$ cat config.mk
export PLATFORM = sky130hd
export DESIGN_NAME = mem_arbiter_flat
export DESIGN_NICKNAME = d
export VERILOG_FILES = /design/src/rtl/lc3b_types.sv /design/src/rtl/mem_arbiter_if.sv /design/src/rtl/mem_arbiter.sv /design/src/flat_wrapper.sv
export SDC_FILE = /design/constraint.sdc
export NUM_CORES = 1
export LEC_CHECK = 0
export CORE_UTILIZATION = 35
export CTS_BUF_LIST = sky130_fd_sc_hd__clkbuf_8
export DETAILED_ROUTE_END_ITERATION = 8
export GPL_TIMING_DRIVEN = 0
export HOLD_SLACK_MARGIN = 0.05
export PLACE_DENSITY_LB_ADDON = 0.25
export SETUP_SLACK_MARGIN = 0.1
export SKIP_CTS_REPAIR_TIMING = 1
export SYNTH_ARGS = -nofsm -noshare
export SYNTH_HDL_FRONTEND = slang
export SYNTH_SLANG_ARGS = --single-unit
$ cat constraint.sdc
create_clock -name clk -period 1.9 [get_ports clk]
set_input_delay 0.38 -clock clk [delete_from_list [all_inputs] [get_ports clk]]
set_output_delay 0.38 -clock clk [all_outputs]
set_load 0.05 [all_outputs]
$ cat src/rtl/lc3b_types.sv
// Shared LC-3b word type and the memory arbiter state encoding.
`default_nettype none

package lc3b_types;

    typedef logic [15:0] lc3b_word;

    typedef enum logic [1:0] {
        IDLE    = 2'd0,
        SERVE_A = 2'd1,
        SERVE_B = 2'd2,
        RESPOND = 2'd3
    } lc3b_arb_state;

endpackage : lc3b_types

`default_nettype wire

$ cat src/rtl/mem_arbiter_if.sv
// Pipeline-side ports a/b plus the physical memory port of the arbiter.
`default_nettype none

interface mem_arbiter_if;
    import lc3b_types::*;

    logic       mem_read_a;
    lc3b_word   mem_address_a;
    logic       mem_resp_a;
    lc3b_word   mem_rdata_a;

    logic       mem_read_b;
    logic       mem_write_b;
    logic [1:0] mem_wmask_b;
    lc3b_word   mem_address_b;
    lc3b_word   mem_wdata_b;
    logic       mem_resp_b;
    lc3b_word   mem_rdata_b;

    logic       pmem_read;
    logic       pmem_write;
    lc3b_word   pmem_address;
    lc3b_word   pmem_wdata;
    logic [1:0] pmem_wmask;
    logic       pmem_resp;
    lc3b_word   pmem_rdata;

    modport slave (
        input  mem_read_a, mem_address_a,
        output mem_resp_a, mem_rdata_a,
        input  mem_read_b, mem_write_b, mem_wmask_b, mem_address_b, mem_wdata_b,
        output mem_resp_b, mem_rdata_b,
        output pmem_read, pmem_write, pmem_address, pmem_wdata, pmem_wmask,
        input  pmem_resp, pmem_rdata
    );

    modport master (
        output mem_read_a, mem_address_a,
        input  mem_resp_a, mem_rdata_a,
        output mem_read_b, mem_write_b, mem_wmask_b, mem_address_b, mem_wdata_b,
        input  mem_resp_b, mem_rdata_b,
        input  pmem_read, pmem_write, pmem_address, pmem_wdata, pmem_wmask,
        output pmem_resp, pmem_rdata
    );

endinterface : mem_arbiter_if

`default_nettype wire

$ cat src/rtl/mem_arbiter.sv
// Serialises instruction port a and data port b onto one physical memory
// port and releases both responses together in a single RESPOND cycle.
`default_nettype none

module mem_arbiter
    import lc3b_types::*;
#(
    parameter int B_FIRST = 1
) (
    input  wire logic    clk,
    input  wire logic    rst_n,
    mem_arbiter_if.slave bus
);

    lc3b_arb_state state, next_state;
    logic          done_a, done_b;
    lc3b_word      rdata_a_q, rdata_b_q;

    logic need_a, need_b, pend_a, pend_b;

    assign need_a = bus.mem_read_a;
    assign need_b = bus.mem_read_b | bus.mem_write_b;
    assign pend_a = need_a & ~done_a;
    assign pend_b = need_b & ~done_b;

    always_ff @(posedge clk or negedge rst_n) begin
        if (!rst_n) begin
            state     <= IDLE;
            done_a    <= 1'b0;
            done_b    <= 1'b0;
            rdata_a_q <= '0;
            rdata_b_q <= '0;
        end else begin
            state <= next_state;
            unique case (state)
                SERVE_A: begin
                    if (bus.pmem_resp) begin
                        rdata_a_q <= bus.pmem_rdata;
                        done_a    <= 1'b1;
                    end
                end
                SERVE_B: begin
                    if (bus.pmem_resp) begin
                        if (bus.mem_read_b) begin
                            rdata_b_q <= bus.pmem_rdata;
                        end
                        done_b <= 1'b1;
                    end
                end
                RESPOND: begin
                    done_a <= 1'b0;
                    done_b <= 1'b0;
                end
                default: ;
            endcase
        end
    end

    always_comb begin
        next_state       = state;
        bus.pmem_read    = 1'b0;
        bus.pmem_write   = 1'b0;
        bus.pmem_address = '0;
        bus.pmem_wdata   = '0;
        bus.pmem_wmask   = 2'b00;
        bus.mem_resp_a   = 1'b0;
        bus.mem_resp_b   = 1'b0;
        bus.mem_rdata_a  = rdata_a_q;
        bus.mem_rdata_b  = rdata_b_q;

        unique case (state)
            IDLE: begin
                if (pend_a && pend_b) begin
                    next_state = (B_FIRST != 0) ? SERVE_B : SERVE_A;
                end else if (pend_a) begin
                    next_state = SERVE_A;
                end else if (pend_b) begin
                    next_state = SERVE_B;
                end else if (need_a || need_b) begin
                    next_state = RESPOND;
                end
            end
            SERVE_A: begin
                bus.pmem_read    = 1'b1;
                bus.pmem_address = bus.mem_address_a;
                bus.pmem_wmask   = 2'b11;
                if (bus.pmem_resp) begin
                    next_state = pend_b ? SERVE_B : RESPOND;
                end
            end
            SERVE_B: begin
                bus.pmem_read    = bus.mem_read_b;
                bus.pmem_write   = bus.mem_write_b;
                bus.pmem_address = bus.mem_address_b;
                bus.pmem_wdata   = bus.mem_wdata_b;
                bus.pmem_wmask   = bus.mem_wmask_b;
                if (bus.pmem_resp) begin
                    next_state = pend_a ? SERVE_A : RESPOND;
                end
            end
            RESPOND: begin
                // A port withdrawn mid-service still has done set; need gates it off.
                bus.mem_resp_a = done_a & need_a;
                bus.mem_resp_b = done_b & need_b;
                next_state     = IDLE;
            end
            default: next_state = IDLE;
        endcase
    end

endmodule : mem_arbiter

`default_nettype wire

$ cat src/flat_wrapper.sv
// flat-port wrapper written by rule: the top's interface ports become plain ports
module mem_arbiter_flat import lc3b_types::*;
#(
    parameter int B_FIRST = 1
)
  (clk, rst_n, bus_mem_read_a, bus_mem_address_a, bus_mem_resp_a, bus_mem_rdata_a, bus_mem_read_b, bus_mem_write_b, bus_mem_wmask_b, bus_mem_address_b, bus_mem_wdata_b, bus_mem_resp_b, bus_mem_rdata_b, bus_pmem_read, bus_pmem_write, bus_pmem_address, bus_pmem_wdata, bus_pmem_wmask, bus_pmem_resp, bus_pmem_rdata);
  mem_arbiter_if bus_i ();
  input  wire logic clk;
  input  wire logic rst_n;
  input wire logic [$bits(bus_i.mem_read_a)-1:0] bus_mem_read_a;
  input wire logic [$bits(bus_i.mem_address_a)-1:0] bus_mem_address_a;
  output wire logic [$bits(bus_i.mem_resp_a)-1:0] bus_mem_resp_a;
  output wire logic [$bits(bus_i.mem_rdata_a)-1:0] bus_mem_rdata_a;
  input wire logic [$bits(bus_i.mem_read_b)-1:0] bus_mem_read_b;
  input wire logic [$bits(bus_i.mem_write_b)-1:0] bus_mem_write_b;
  input wire logic [$bits(bus_i.mem_wmask_b)-1:0] bus_mem_wmask_b;
  input wire logic [$bits(bus_i.mem_address_b)-1:0] bus_mem_address_b;
  input wire logic [$bits(bus_i.mem_wdata_b)-1:0] bus_mem_wdata_b;
  output wire logic [$bits(bus_i.mem_resp_b)-1:0] bus_mem_resp_b;
  output wire logic [$bits(bus_i.mem_rdata_b)-1:0] bus_mem_rdata_b;
  output wire logic [$bits(bus_i.pmem_read)-1:0] bus_pmem_read;
  output wire logic [$bits(bus_i.pmem_write)-1:0] bus_pmem_write;
  output wire logic [$bits(bus_i.pmem_address)-1:0] bus_pmem_address;
  output wire logic [$bits(bus_i.pmem_wdata)-1:0] bus_pmem_wdata;
  output wire logic [$bits(bus_i.pmem_wmask)-1:0] bus_pmem_wmask;
  input wire logic [$bits(bus_i.pmem_resp)-1:0] bus_pmem_resp;
  input wire logic [$bits(bus_i.pmem_rdata)-1:0] bus_pmem_rdata;
  assign bus_i.mem_read_a = bus_mem_read_a;
  assign bus_i.mem_address_a = bus_mem_address_a;
  assign bus_mem_resp_a = bus_i.mem_resp_a;
  assign bus_mem_rdata_a = bus_i.mem_rdata_a;
  assign bus_i.mem_read_b = bus_mem_read_b;
  assign bus_i.mem_write_b = bus_mem_write_b;
  assign bus_i.mem_wmask_b = bus_mem_wmask_b;
  assign bus_i.mem_address_b = bus_mem_address_b;
  assign bus_i.mem_wdata_b = bus_mem_wdata_b;
  assign bus_mem_resp_b = bus_i.mem_resp_b;
  assign bus_mem_rdata_b = bus_i.mem_rdata_b;
  assign bus_pmem_read = bus_i.pmem_read;
  assign bus_pmem_write = bus_i.pmem_write;
  assign bus_pmem_address = bus_i.pmem_address;
  assign bus_pmem_wdata = bus_i.pmem_wdata;
  assign bus_pmem_wmask = bus_i.pmem_wmask;
  assign bus_i.pmem_resp = bus_pmem_resp;
  assign bus_i.pmem_rdata = bus_pmem_rdata;
  mem_arbiter #(.B_FIRST(B_FIRST)) u_core (.clk(clk), .rst_n(rst_n), .bus(bus_i));
endmodule
-- Word level (Yosys, flattened, before mapping)
Index checks and enable logic that the tools add are counted.
- memory bits (writable): 0
- bits in read-only memories: 0
- bits of input ports: 72
- latch bits: 0
- logic and storage cells: 47
- flip-flop bits (word level): 36
- memories: 0
- bitwise operators: 7
- shift-type cells: 0
- order comparisons: 0
- equality and inequality tests: 6
- multipliers: 0
- mux-type cells: 19
- reductions and logical operators: 10
- $add $sub $neg: 0
- div/mod/pow operators: 0
- operators with widths (kind ; count):
    16-bit case mux with 2 select lines ; 1
    16-bit two-way mux ; 1
    2-bit two-way mux ; 7
    2-bit case mux with 4 select lines ; 1
    1-bit case mux with 2 select lines ; 3
    2-bit AND reduction ; 3
    3-bit AND reduction ; 2
    1-bit two-way mux ; 5
    5-bit by 1-bit != test with 1-bit output (second input constant) ; 1
    1-bit bitwise AND ; 4
    2-bit == test (second input constant) ; 2
    2-bit != test (second input constant) ; 2
    2-bit case mux with 2 select lines ; 1
    2-bit nonzero test ; 2
    2-bit by 1-bit == test with 1-bit output (second input constant) ; 1
    2-bit logical NOT ; 1
    1-bit NOT ; 2
    1-bit logical AND ; 1
    1-bit logical OR ; 1
    1-bit OR ; 1

-- Longest topological paths before layout
Gate-level depths: netlist (run 1).
- depth after elaboration: 7
- mapped depth: 6
- depth with buffers taken out: 5

-- Worst setup path after synthesis (run 1)
Ideal clock, no wire load.
- kind: register to output
- from: register u_core.state[1]
- to: output bus_pmem_address[10]
- cell stages (with the launch flop): 6
- path buffers: 1
- setup slack: -0.315 ns
- arrival: 1.835 ns
- required time: 1.520 ns
- path through: dfrtp_1 inv_1 ha_1 clkbuf_1 a22oi_1 nor2b_1
- longest elaborated chain between the ends: 2
- elaborated cells between the ends (all ways): 3
- those cells by class: eq/ne (2); mux (1)
- ends and longest elaborated chain (what ; RTL line ; source):
    start, declared ; mem_arbiter.sv:15 ; lc3b_arb_state state, next_state;
    start signal, assigned ; mem_arbiter.sv:34 ; state <= next_state;
    2-bit == test or 2-bit by 1-bit == test with 1-bit output (tied branches) ; mem_arbiter.sv:71 ; unique case (state)
    16-bit case mux with 2 select lines (*) ; mem_arbiter.sv:71 ;
    end, declared ; flat_wrapper.sv:23 ; output wire logic [$bits(bus_i.pmem_address)-1:0] bus_pmem_address;
Mark *: on every way between the ends. The rest lies on a longest branch, timed or not.

-- Worst setup path after layout (run 1)
- from: register u_core.state[1]
- to: output bus_pmem_address[0]
The elaborated chain is that of the path after synthesis.

==> metrics.txt, run 1 <==
# TYPE chip_impl_metric gauge
chip_impl_info{name="outcome",value="complete, but fails checks"} 1
chip_impl_info{name="violations",value="negative setup slack"} 1
chip_impl_metric{name="required_time_worst_endpoint",unit="ps"} 1520
chip_impl_metric{name="drtIter0Drc",unit=""} 60
chip_impl_info{name="layout_common_cells",value="sky130_fd_sc_hd__clkdlybuf4s50_1, sky130_fd_sc_hd__dfrtp_1, sky130_fd_sc_hd__dlymetal6s2s_1, sky130_fd_sc_hd__mux2_2, sky130_fd_sc_hd__buf_6"} 1
chip_impl_metric{name="detailedRoute.firstPassIterationCount",unit=""} 4
chip_impl_metric{name="ys_seq_elements",unit=""} 36
chip_impl_metric{name="filler_cells_inserted",unit=""} 280
chip_impl_info{name="combinational_family_with_the_most_area_after_synthesis",value="multiplexers"} 1
chip_impl_metric{name="clock-sinks",unit=""} 36
chip_impl_metric{name="timing.final.max_slew_violations",unit=""} 0
chip_impl_metric{name="final.setup.worst_slack",unit="ps"} -98.6
chip_impl_metric{name="post-route-drc-count",unit=""} 0
chip_impl_metric{name="initial_core_util",unit=""} 0.367
chip_impl_metric{name="layout-drive-gt1-share",unit=""} 0.502
chip_impl_info{name="rr_startpoint",value="u_core.state[1]"} 1
chip_impl_info{name="critical_path.reg2reg.endpoint",value="u_core.bus.mem_rdata_a[6]"} 1
chip_impl_metric{name="worst_reg2reg_setup_slack",unit="ps"} 180
chip_impl_info{name="slowest_cell_on_the_critical_path",value="sky130_fd_sc_hd__dfrtp_1"} 1
chip_impl_metric{name="dp_hpwl",unit="um"} 4450
chip_impl_metric{name="final_net_count",unit=""} 395
chip_impl_metric{name="final_min_period_over_clock_period",unit=""} 1.05
chip_impl_metric{name="worst_slew_pin_slew",unit="ps"} 773
chip_impl_metric{name="utilization",unit=""} 0.808
chip_impl_metric{name="htreeDepth",unit=""} 2
chip_impl_metric{name="synth_area",unit="um^2"} 1900
chip_impl_metric{name="finalCriticalPeriod",unit="ps"} 2000
chip_impl_metric{name="num_antenna_cells",unit=""} 0
chip_impl_metric{name="floorplan.die_area",unit="um^2"} 5720
chip_impl_metric{name="grt_pass1_vias",unit=""} 1729
chip_impl_metric{name="routed-via-count",unit=""} 1848
chip_impl_metric{name="synth.distinct_cells",unit=""} 25
chip_impl_metric{name="adder_cell_fraction_of_synth_area",unit=""} 0.0330
chip_impl_metric{name="hold_viol_final",unit=""} 0
chip_impl_metric{name="top_level_ports",unit=""} 142
chip_impl_metric{name="antenna_found_initial",unit=""} 0
chip_impl_metric{name="grt_util_all_layers",unit=""} 0.193
chip_impl_metric{name="port_buffers",unit=""} 141
chip_impl_info{name="tritoncts",value="done"} 1
chip_impl_metric{name="synth_compound_area_frac",unit=""} 0.120
chip_impl_metric{name="die_y",unit="um"} 75.6
chip_impl_metric{name="first_pass_grt_wire_length",unit="um"} 8180
chip_impl_metric{name="route.final.wire_length",unit="um"} 6590
chip_impl_metric{name="synth.mux.area_fraction",unit=""} 0.190
chip_impl_metric{name="placeableCoreArea",unit="um^2"} 5170
chip_impl_metric{name="insertion_delay",unit="ps"} 280
chip_impl_info{name="clockRootBuffer",value="sky130_fd_sc_hd__clkbuf_8"} 1
chip_impl_metric{name="avgRoutedWirePerCell",unit="um"} 16.9
chip_impl_metric{name="drt.antenna.violating_nets",unit=""} 0
chip_impl_metric{name="yosysTopAreaCellShare",unit=""} 0.475
chip_impl_metric{name="synth.avg_cell_area",unit="um^2"} 11.6
chip_impl_metric{name="synth_simple_gate_area_frac",unit=""} 0.154
chip_impl_info{name="grt_setup_unrepaired",value="true"} 1
chip_impl_metric{name="p_leak",unit="uW"} 0.00206
chip_impl_info{name="path_common_cell",value="sky130_fd_sc_hd__buf_6"} 1
chip_impl_metric{name="clk_path_buf_depth",unit=""} 2
chip_impl_metric{name="vdd_ir_drop_max",unit="mV"} 1.37
chip_impl_info{name="path_cells",value="buf_6 -> ha_4 -> buf_12 -> a22oi_2 -> nor2b_4 -> buf_6"} 1
chip_impl_metric{name="syn_nets",unit=""} 240
chip_impl_metric{name="clock.fmax",unit="MHz"} 500
chip_impl_info{name="final_common_cell",value="sky130_fd_sc_hd__clkdlybuf4s50_1"} 1
chip_impl_metric{name="cp_data_arrival_time",unit="ps"} 1620
chip_impl_info{name="critPathKind",value="reg -> out"} 1
chip_impl_metric{name="routabilityCongestion",unit=""} 0.830
chip_impl_metric{name="slew_headroom",unit=""} 0.485
chip_impl_metric{name="post_synth_xor_area_fraction",unit=""} 0
chip_impl_metric{name="r2r_cells",unit=""} 6
chip_impl_info{name="synth_largest_area_cell",value="sky130_fd_sc_hd__dfrtp_1"} 1
chip_impl_metric{name="fin_skew",unit="ps"} 6.33
chip_impl_metric{name="die_width",unit="um"} 75.6
chip_impl_metric{name="multi_input_area",unit="um^2"} 1280
chip_impl_metric{name="row_count",unit=""} 26
chip_impl_metric{name="p_per_area",unit="nW/um^2"} 2090
chip_impl_metric{name="sequential_cell_area_fraction_in_the_yosys_report",unit=""} 0.475
chip_impl_metric{name="finalPower",unit="uW"} 8750
chip_impl_metric{name="numCtsBuffers",unit=""} 5
chip_impl_info{name="cpLargestDelayFamily",value="buffers and inverters"} 1
chip_impl_metric{name="syn_inst",unit=""} 163
chip_impl_metric{name="setup_viol",unit=""} 30
chip_impl_info{name="setup.worst_path.start_class",value="flop"} 1
chip_impl_metric{name="clkTransAtPathRegs",unit="ps"} 70
chip_impl_metric{name="yosysWarnings",unit=""} 0
chip_impl_metric{name="cp_max_fo",unit=""} 5
chip_impl_metric{name="worstPathBufferInverterCount",unit=""} 3
chip_impl_metric{name="grt-ovfl-total",unit=""} 0
chip_impl_info{name="post_synth_main_area_contributors",value="sky130_fd_sc_hd__dfrtp_1, sky130_fd_sc_hd__mux2_2, sky130_fd_sc_hd__nor2b_1, sky130_fd_sc_hd__a22oi_1, sky130_fd_sc_hd__and2_1"} 1
chip_impl_info{name="endpoint_kind",value="output pin"} 1
chip_impl_metric{name="maximum_cell_stage_delay_along_the_critical_path",unit="ps"} 410
chip_impl_metric{name="worst_hold_slack",unit="ps"} 170
chip_impl_metric{name="area_delta_synth_final",unit="%"} 120
chip_impl_metric{name="max-cap-violations",unit=""} 0
chip_impl_info{name="hold_path.class",value="in -> async"} 1
chip_impl_metric{name="route.detailed.vias_per_inst",unit=""} 4.75
chip_impl_metric{name="largest_net_degree_at_the_start_of_global_routing",unit=""} 37
chip_impl_metric{name="seq_area",unit="um^2"} 902
[through the flow]
stage | cells | area, um^2 | setup slack [ps] | TNS [ps]
floorplan | 163 | 2060 | 80.5 | 0
global placement | 374 | 3560 | -752 | -36670
detailed placement | 374 | 3550 | -773 | -25640
CTS | 382 | 3640 | -1090 | -37160
global route | 389 | 4180 | -153 | -4090
finish | 389 | 4180 | -98.6 | -1810
[worst reg2reg max path, cell delays in order, from the launching register on]
cell and delay [ps]:
sky130_fd_sc_hd__dfrtp_1 400, sky130_fd_sc_hd__inv_2 100, sky130_fd_sc_hd__ha_4 200, sky130_fd_sc_hd__buf_4 140
sky130_fd_sc_hd__nand2_2 140, sky130_fd_sc_hd__clkbuf_4 270, sky130_fd_sc_hd__mux2_2 360
[cells in the mapped netlist]
cell,number
sky130_fd_sc_hd__a21oi_1,5
sky130_fd_sc_hd__a22o_1,1
sky130_fd_sc_hd__a22oi_1,16
sky130_fd_sc_hd__a31o_2,1
sky130_fd_sc_hd__a41o_2,1
sky130_fd_sc_hd__and2_1,17
sky130_fd_sc_hd__and3_1,1
sky130_fd_sc_hd__buf_2,2
sky130_fd_sc_hd__buf_4,1
sky130_fd_sc_hd__clkbuf_1,6
sky130_fd_sc_hd__dfrtp_1,36
sky130_fd_sc_hd__ha_1,5
sky130_fd_sc_hd__inv_1,4
sky130_fd_sc_hd__mux2_2,32
sky130_fd_sc_hd__nand2_2,1
sky130_fd_sc_hd__nand3_2,1
sky130_fd_sc_hd__nand3b_1,1
sky130_fd_sc_hd__nor2_1,1
sky130_fd_sc_hd__nor2b_1,22
sky130_fd_sc_hd__o211a_1,1
sky130_fd_sc_hd__o21ai_0,4
sky130_fd_sc_hd__o21ba_2,1
sky130_fd_sc_hd__o21bai_1,1
sky130_fd_sc_hd__o22ai_1,1
sky130_fd_sc_hd__or4b_4,1
[report_power, final]
part | total, uW | switching [uW] | internal [uW] | leakage, uW
clock | 549 | 260 | 289 | 0.0000486
combinational | 6820 | 3840 | 2980 | 0.00158
sequential | 1380 | 218 | 1160 | 0.000428
[worst max path at each step]
stage,from,endpoint,slack [ps],cells after the start
floorplan,u_core.state[0],bus_pmem_address[10],80,5
global placement,u_core.state[0],bus_pmem_write,-750,6
detailed placement,u_core.state[0],bus_pmem_write,-770,6
CTS,u_core.state[0],bus_pmem_write,-1090,6
global route,u_core.state[1],bus_pmem_address[14],-150,6
finish,u_core.state[1],bus_pmem_address[0],-100,6
[layout make-up]
class	instances	area share
clock inverter	2	0.00269
sequential	36	0.216
clock buffer	6	0.0198
timing repair buffer	148	0.400
inverter	4	0.00419
multi-input combinational	114	0.306
buffer	9	0.0314
tap	70	0.0210
[state kept, by name, indices dropped and copies added (netlist names)]
signal / flops
u_core.bus.mem_rdata_a: 16
u_core.done_a: 1
u_core.bus.mem_rdata_b: 16
u_core.done_b: 1
u_core.state: 2
[kinds of logic after synthesis]
family | after synthesis
compound gates | 32
fa+ha+maj | 5
buf+inv | 13
flops | 36
mux | 32
simple gates | 45
[per-layer routing]
metal,share of wire,up-vias,track usage
met1,0.37,878,0.226
met2,0.55,79,0.346
met3,0.068,7,0.0661
met4,0.0074,0,0.0370
li1,-,884,-
met5,0,-,0
Power figures use the tool's default switching activity.
==> run 2, diff against run 1 <==
CORE_UTILIZATION = 30   (was 35)
RECOVER_POWER = 25   (was unset)
==> metrics.txt, run 2 (synthesized netlist as in run 1, its figures left out) <==
# TYPE chip_impl_metric gauge
chip_impl_info{name="outcome",value="complete, but fails checks"} 1
chip_impl_info{name="violations",value="negative setup slack"} 1
chip_impl_metric{name="timing.final.max_slew_violations",unit=""} 0
chip_impl_metric{name="cp_max_fo",unit=""} 10
chip_impl_metric{name="final_min_period_over_clock_period",unit=""} 1.05
chip_impl_metric{name="vdd_ir_drop_max",unit="mV"} 1.42
chip_impl_info{name="endpoint_kind",value="output pin"} 1
chip_impl_metric{name="clkTransAtPathRegs",unit="ps"} 70
chip_impl_info{name="cpLargestDelayFamily",value="buffers and inverters"} 1
chip_impl_metric{name="die_y",unit="um"} 81.5
chip_impl_metric{name="filler_cells_inserted",unit=""} 413
chip_impl_metric{name="area_delta_synth_final",unit="%"} 126
chip_impl_metric{name="p_per_area",unit="nW/um^2"} 2130
chip_impl_metric{name="routabilityCongestion",unit=""} 0.682
chip_impl_metric{name="num_antenna_cells",unit=""} 0
chip_impl_metric{name="top_level_ports",unit=""} 142
chip_impl_metric{name="numCtsBuffers",unit=""} 5
chip_impl_metric{name="placeableCoreArea",unit="um^2"} 6030
chip_impl_metric{name="insertion_delay",unit="ps"} 280
chip_impl_metric{name="slew_headroom",unit=""} 0.405
chip_impl_metric{name="drt.antenna.violating_nets",unit=""} 0
chip_impl_metric{name="hold_viol_final",unit=""} 0
chip_impl_metric{name="max-cap-violations",unit=""} 0
chip_impl_metric{name="antenna_found_initial",unit=""} 0
chip_impl_metric{name="fin_setup_tns",unit="ps"} -1740
chip_impl_metric{name="finalCriticalPeriod",unit="ps"} 2000
chip_impl_metric{name="floorplan.die_area",unit="um^2"} 6650
chip_impl_metric{name="first_pass_grt_wire_length",unit="um"} 8450
chip_impl_metric{name="grt_pass1_vias",unit=""} 1826
chip_impl_info{name="tritoncts",value="done"} 1
chip_impl_metric{name="die_width",unit="um"} 81.5
chip_impl_metric{name="final.setup.worst_slack",unit="ps"} -102
chip_impl_metric{name="row_count",unit=""} 28
chip_impl_info{name="grt_setup_unrepaired",value="true"} 1
chip_impl_info{name="final_common_cell",value="sky130_fd_sc_hd__clkdlybuf4s50_1"} 1
chip_impl_metric{name="route.final.wire_length",unit="um"} 6500
chip_impl_info{name="setup.worst_path.start_class",value="flop"} 1
chip_impl_info{name="critPathKind",value="reg -> out"} 1
chip_impl_metric{name="dp_hpwl",unit="um"} 4600
chip_impl_metric{name="port_buffers",unit=""} 141
chip_impl_metric{name="drtIter0Drc",unit=""} 38
chip_impl_metric{name="clk_path_buf_depth",unit=""} 2
chip_impl_metric{name="route.detailed.vias_per_inst",unit=""} 4.78
chip_impl_metric{name="routed-via-count",unit=""} 1913
chip_impl_metric{name="clock.fmax",unit="MHz"} 500
chip_impl_info{name="layout_common_cells",value="sky130_fd_sc_hd__clkdlybuf4s50_1, sky130_fd_sc_hd__dfrtp_1, sky130_fd_sc_hd__dlymetal6s2s_1, sky130_fd_sc_hd__mux2_2, sky130_fd_sc_hd__buf_6"} 1
chip_impl_metric{name="layout-drive-gt1-share",unit=""} 0.505
chip_impl_metric{name="grt_util_all_layers",unit=""} 0.165
chip_impl_metric{name="setup_viol",unit=""} 29
chip_impl_metric{name="dp_worst_slack",unit="ps"} -813
chip_impl_info{name="slowest_cell_on_the_critical_path",value="sky130_fd_sc_hd__dfrtp_1"} 1
chip_impl_metric{name="final_net_count",unit=""} 401
chip_impl_metric{name="multi_input_area",unit="um^2"} 1260
chip_impl_metric{name="fin_skew",unit="ps"} 5.66
chip_impl_metric{name="seq_area",unit="um^2"} 901
chip_impl_metric{name="post-route-drc-count",unit=""} 0
chip_impl_metric{name="required_time_worst_endpoint",unit="ps"} 1520
chip_impl_info{name="hold_path.class",value="in -> async"} 1
chip_impl_metric{name="initial_core_util",unit=""} 0.315
chip_impl_metric{name="worst_slew_pin_slew",unit="ps"} 892
chip_impl_metric{name="clock-sinks",unit=""} 36
chip_impl_metric{name="maximum_cell_stage_delay_along_the_critical_path",unit="ps"} 420
chip_impl_metric{name="detailedRoute.firstPassIterationCount",unit=""} 2
chip_impl_metric{name="avgRoutedWirePerCell",unit="um"} 16.3
chip_impl_metric{name="cp_data_arrival_time",unit="ps"} 1620
chip_impl_info{name="path_cells",value="buf_6 -> ha_4 -> buf_12 -> a22oi_2 -> nor2b_4 -> buf_6"} 1
chip_impl_metric{name="worstPathBufferInverterCount",unit=""} 3
chip_impl_info{name="clockRootBuffer",value="sky130_fd_sc_hd__clkbuf_8"} 1
chip_impl_metric{name="grt-ovfl-total",unit=""} 0
chip_impl_metric{name="largest_net_degree_at_the_start_of_global_routing",unit=""} 37
chip_impl_metric{name="htreeDepth",unit=""} 2
chip_impl_info{name="path_common_cell",value="sky130_fd_sc_hd__buf_6"} 1
chip_impl_metric{name="p_leak",unit="uW"} 0.00212
==> run 2: stage by stage <==
stage	total power [uW]	hold slack, ps	utilization	instances	cell area [um^2]
global placement	7070	487	0.591	379	3560
floorplan	5380	84.4	-	163	2060
global route	9490	292	0.711	400	4290
detailed placement	7160	492	0.590	379	3560
finish	9110	211	0.711	400	4290
CTS	7910	204	0.611	387	3680
==> run 2: worst paths after layout <==
kind | from | slack [ps] | depth (start not counted) | to
worst max-delay path | u_core.state[0] | -100 | 6 | bus_pmem_address[9]
min in group clk | u_core.bus.mem_rdata_b[5] | 500 | 1 | u_core.bus.mem_rdata_b[5]
worst min register to register | u_core.bus.mem_rdata_b[5] | 500 | 1 | u_core.bus.mem_rdata_b[5]
worst max register to register | u_core.state[0] | 150 | 6 | u_core.bus.mem_rdata_a[5]
worst min-delay path | rst_n | 210 | 1 | u_core.bus.mem_rdata_b[11]
max in group asynchronous | rst_n | 1130 | 1 | u_core.state[0]
==> run 2: power breakdown <==
| part | switching [uW] | internal (uW) |
|---|---|---|
| Combinational | 3850 | 3170 |
| Clock | 269 | 463 |
| Sequential | 203 | 1160 |
| Total | 4320 | 4790 |
==> run 2: cell type report <==
class	instances	area share
Inverter	4	0.00350
Multi-Input combinational cell	114	0.295
Sequential cell	36	0.210
Timing Repair Buffer	154	0.412
Clock buffer	7	0.0225
Clock inverter	1	0.00701
Buffer	9	0.0286
Tap cell	75	0.0219
==> run 2: routing by layer <==
metal	global-route usage	share of wire	wire length, um	up-vias
met1	0.179	0.37	2420	922
met4	0.0339	0.0022	14	0
met3	0.0556	0.095	618	2
li1	-	-	-	900
met5	0	0	0	-
met2	0.308	0.53	3450	89
==> run 3, diff against run 2 <==
CTS_CLUSTER_DIAMETER = 80   (was unset)
clock period = 1.7 ns   (was 1.9 ns; I/O delays follow)
==> metrics.txt, run 3 (synthesized netlist as in run 1, its figures left out) <==
# TYPE chip_impl_metric gauge
chip_impl_info{name="outcome",value="complete, but fails checks"} 1
chip_impl_info{name="violations",value="negative setup slack"} 1
chip_impl_metric{name="worst_reg2reg_setup_slack",unit="ps"} 30
chip_impl_metric{name="dp_worst_slack",unit="ps"} -709
chip_impl_info{name="final_common_cell",value="sky130_fd_sc_hd__clkdlybuf4s50_1"} 1
chip_impl_metric{name="drt.antenna.violating_nets",unit=""} 0
chip_impl_metric{name="setup_viol",unit=""} 38
chip_impl_metric{name="detailedRoute.firstPassIterationCount",unit=""} 4
chip_impl_metric{name="sequentialPowerShare",unit=""} 0.158
chip_impl_metric{name="dp_hpwl",unit="um"} 4560
chip_impl_metric{name="filler_cells_inserted",unit=""} 415
chip_impl_metric{name="comb_power_share",unit=""} 0.784
chip_impl_metric{name="placeableCoreArea",unit="um^2"} 6030
chip_impl_metric{name="vdd_ir_drop_max",unit="mV"} 1.32
chip_impl_metric{name="p_per_area",unit="nW/um^2"} 2310
chip_impl_metric{name="clkTransAtPathRegs",unit="ps"} 70
chip_impl_metric{name="finalCriticalPeriod",unit="ps"} 1970
chip_impl_metric{name="die_y",unit="um"} 81.5
chip_impl_info{name="rr_startpoint",value="u_core.state[0]"} 1
chip_impl_metric{name="grt_util_all_layers",unit=""} 0.168
chip_impl_metric{name="worst_hold_slack",unit="ps"} 160
chip_impl_metric{name="required_time_worst_endpoint",unit="ps"} 1360
chip_impl_info{name="endpoint_kind",value="output pin"} 1
chip_impl_metric{name="clock.fmax",unit="MHz"} 508
chip_impl_metric{name="cp_data_arrival_time",unit="ps"} 1630
chip_impl_info{name="critPathLaunch",value="u_core.state[0]"} 1
chip_impl_metric{name="row_count",unit=""} 28
chip_impl_info{name="critPathKind",value="reg -> out"} 1
chip_impl_metric{name="die_width",unit="um"} 81.5
chip_impl_metric{name="final_net_count",unit=""} 401
chip_impl_metric{name="clock-sinks",unit=""} 36
chip_impl_metric{name="num_antenna_cells",unit=""} 0
chip_impl_metric{name="clk_path_buf_depth",unit=""} 2
chip_impl_metric{name="p_sw_frac",unit=""} 0.488
chip_impl_metric{name="fin_setup_tns",unit="ps"} -8150
chip_impl_info{name="clockRootBuffer",value="sky130_fd_sc_hd__clkbuf_8"} 1
chip_impl_metric{name="hold_viol_final",unit=""} 0
chip_impl_metric{name="htreeDepth",unit=""} 2
chip_impl_metric{name="top_level_ports",unit=""} 142
chip_impl_metric{name="routed-via-count",unit=""} 1885
chip_impl_metric{name="p_leak",unit="uW"} 0.00213
chip_impl_metric{name="avgRoutedWirePerCell",unit="um"} 15.8
chip_impl_metric{name="multi_input_area",unit="um^2"} 1290
chip_impl_metric{name="insertion_delay",unit="ps"} 280
chip_impl_metric{name="seq_area",unit="um^2"} 902
chip_impl_metric{name="first_pass_grt_wire_length",unit="um"} 8490
chip_impl_metric{name="stdcell_area",unit="um^2"} 4250
chip_impl_metric{name="worst_slew_pin_slew",unit="ps"} 867
chip_impl_metric{name="timing.final.max_slew_violations",unit=""} 0
chip_impl_metric{name="cp_max_fo",unit=""} 8
chip_impl_metric{name="slew_headroom",unit=""} 0.422
chip_impl_metric{name="r2r_cells",unit=""} 6
chip_impl_info{name="setup.worst_path.start_class",value="flop"} 1
chip_impl_metric{name="route.detailed.vias_per_inst",unit=""} 4.71
chip_impl_metric{name="post-route-drc-count",unit=""} 0
chip_impl_metric{name="drtIter0Drc",unit=""} 25
chip_impl_metric{name="floorplan.die_area",unit="um^2"} 6650
chip_impl_info{name="layout_common_cells",value="sky130_fd_sc_hd__clkdlybuf4s50_1, sky130_fd_sc_hd__dfrtp_1, sky130_fd_sc_hd__dlymetal6s2s_1, sky130_fd_sc_hd__buf_6, sky130_fd_sc_hd__mux2_2"} 1
chip_impl_metric{name="power.switching",unit="uW"} 4780
chip_impl_metric{name="final_min_period_over_clock_period",unit=""} 1.16
chip_impl_metric{name="initial_core_util",unit=""} 0.315
chip_impl_info{name="critical_path.reg2reg.endpoint",value="u_core.bus.mem_rdata_b[10]"} 1
chip_impl_metric{name="detailed_place.area",unit="um^2"} 3670
chip_impl_metric{name="finalPower",unit="uW"} 9800
chip_impl_info{name="hold_path.class",value="in -> async"} 1
chip_impl_metric{name="final.setup.worst_slack",unit="ps"} -268
chip_impl_metric{name="fin_skew",unit="ps"} 4.79
chip_impl_metric{name="grt-ovfl-total",unit=""} 0
chip_impl_info{name="worst_setup_path_endpoint",value="bus_pmem_wmask[1]"} 1
chip_impl_metric{name="antenna_found_initial",unit=""} 0
chip_impl_metric{name="port_buffers",unit=""} 141
chip_impl_metric{name="pwr-share-clk",unit=""} 0.058
chip_impl_metric{name="p_int",unit="uW"} 5020
chip_impl_metric{name="area_delta_synth_final",unit="%"} 124
chip_impl_metric{name="layout-drive-gt1-share",unit=""} 0.514
chip_impl_info{name="grt_setup_unrepaired",value="true"} 1
chip_impl_metric{name="route.final.wire_length",unit="um"} 6310
chip_impl_metric{name="max-cap-violations",unit=""} 0
chip_impl_metric{name="grt_pass1_vias",unit=""} 1801
chip_impl_metric{name="routabilityCongestion",unit=""} 0.757
chip_impl_metric{name="numCtsBuffers",unit=""} 5
chip_impl_info{name="tritoncts",value="done"} 1
chip_impl_metric{name="largest_net_degree_at_the_start_of_global_routing",unit=""} 37
run 3: critical path: stages, from the launching register on:
cell	delay, ps
sky130_fd_sc_hd__dfrtp_1	430
sky130_fd_sc_hd__inv_2	110
sky130_fd_sc_hd__ha_4	360
sky130_fd_sc_hd__clkbuf_16	160
sky130_fd_sc_hd__nor2b_4	140
sky130_fd_sc_hd__buf_6	160
run 3: cell type report:
class,count,share of cell area
Buffer,9,0.0327
Inverter,4,0.00412
Tap cell,75,0.0221
Sequential cell,36,0.212
Clock buffer,5,0.0162
Clock inverter,3,0.00383
Multi-Input combinational cell,114,0.303
Timing Repair Buffer,154,0.405
run 3: worst min path at each step:
stage | from | end | cells past startpoint
floorplan | rst_n | u_core.bus.mem_rdata_a[0] | 0
global placement | u_core.bus.mem_rdata_a[4] | u_core.bus.mem_rdata_a[4] | 1
detailed placement | rst_n | u_core.bus.mem_rdata_b[7] | 1
CTS | rst_n | u_core.bus.mem_rdata_b[7] | 1
global route | rst_n | u_core.bus.mem_rdata_b[12] | 1
finish | rst_n | u_core.bus.mem_rdata_b[7] | 1
run 3: metal layers:
layer | up-vias | global-route usage | part of all wire | routed length [um]
met1 | 894 | 0.173 | 0.35 | 2230
li1 | 894 | - | - | -
met2 | 95 | 0.305 | 0.53 | 3330
met4 | 0 | 0.0518 | 0.0043 | 27
met5 | - | 0 | 0 | 0
met3 | 2 | 0.0700 | 0.11 | 719
run 3: through the flow:
stage / std cells / util
4_1_cts: 387 / 0.623
2_1_floorplan: 163 / -
3_3_place_gp: 379 / 0.610
3_5_place_dp: 379 / 0.609
6_report: 400 / 0.705
5_1_grt: 400 / 0.705
run 3: power by group through the flow:
stage	Sequential (uW)	Combinational, uW	Clock [uW]
after floorplan	2910	3410	0
after global placement	1540	6690	0
after detailed placement	1560	6770	0
after CTS	1550	6780	594
after global routing	1600	8010	631
final	1540	7690	569
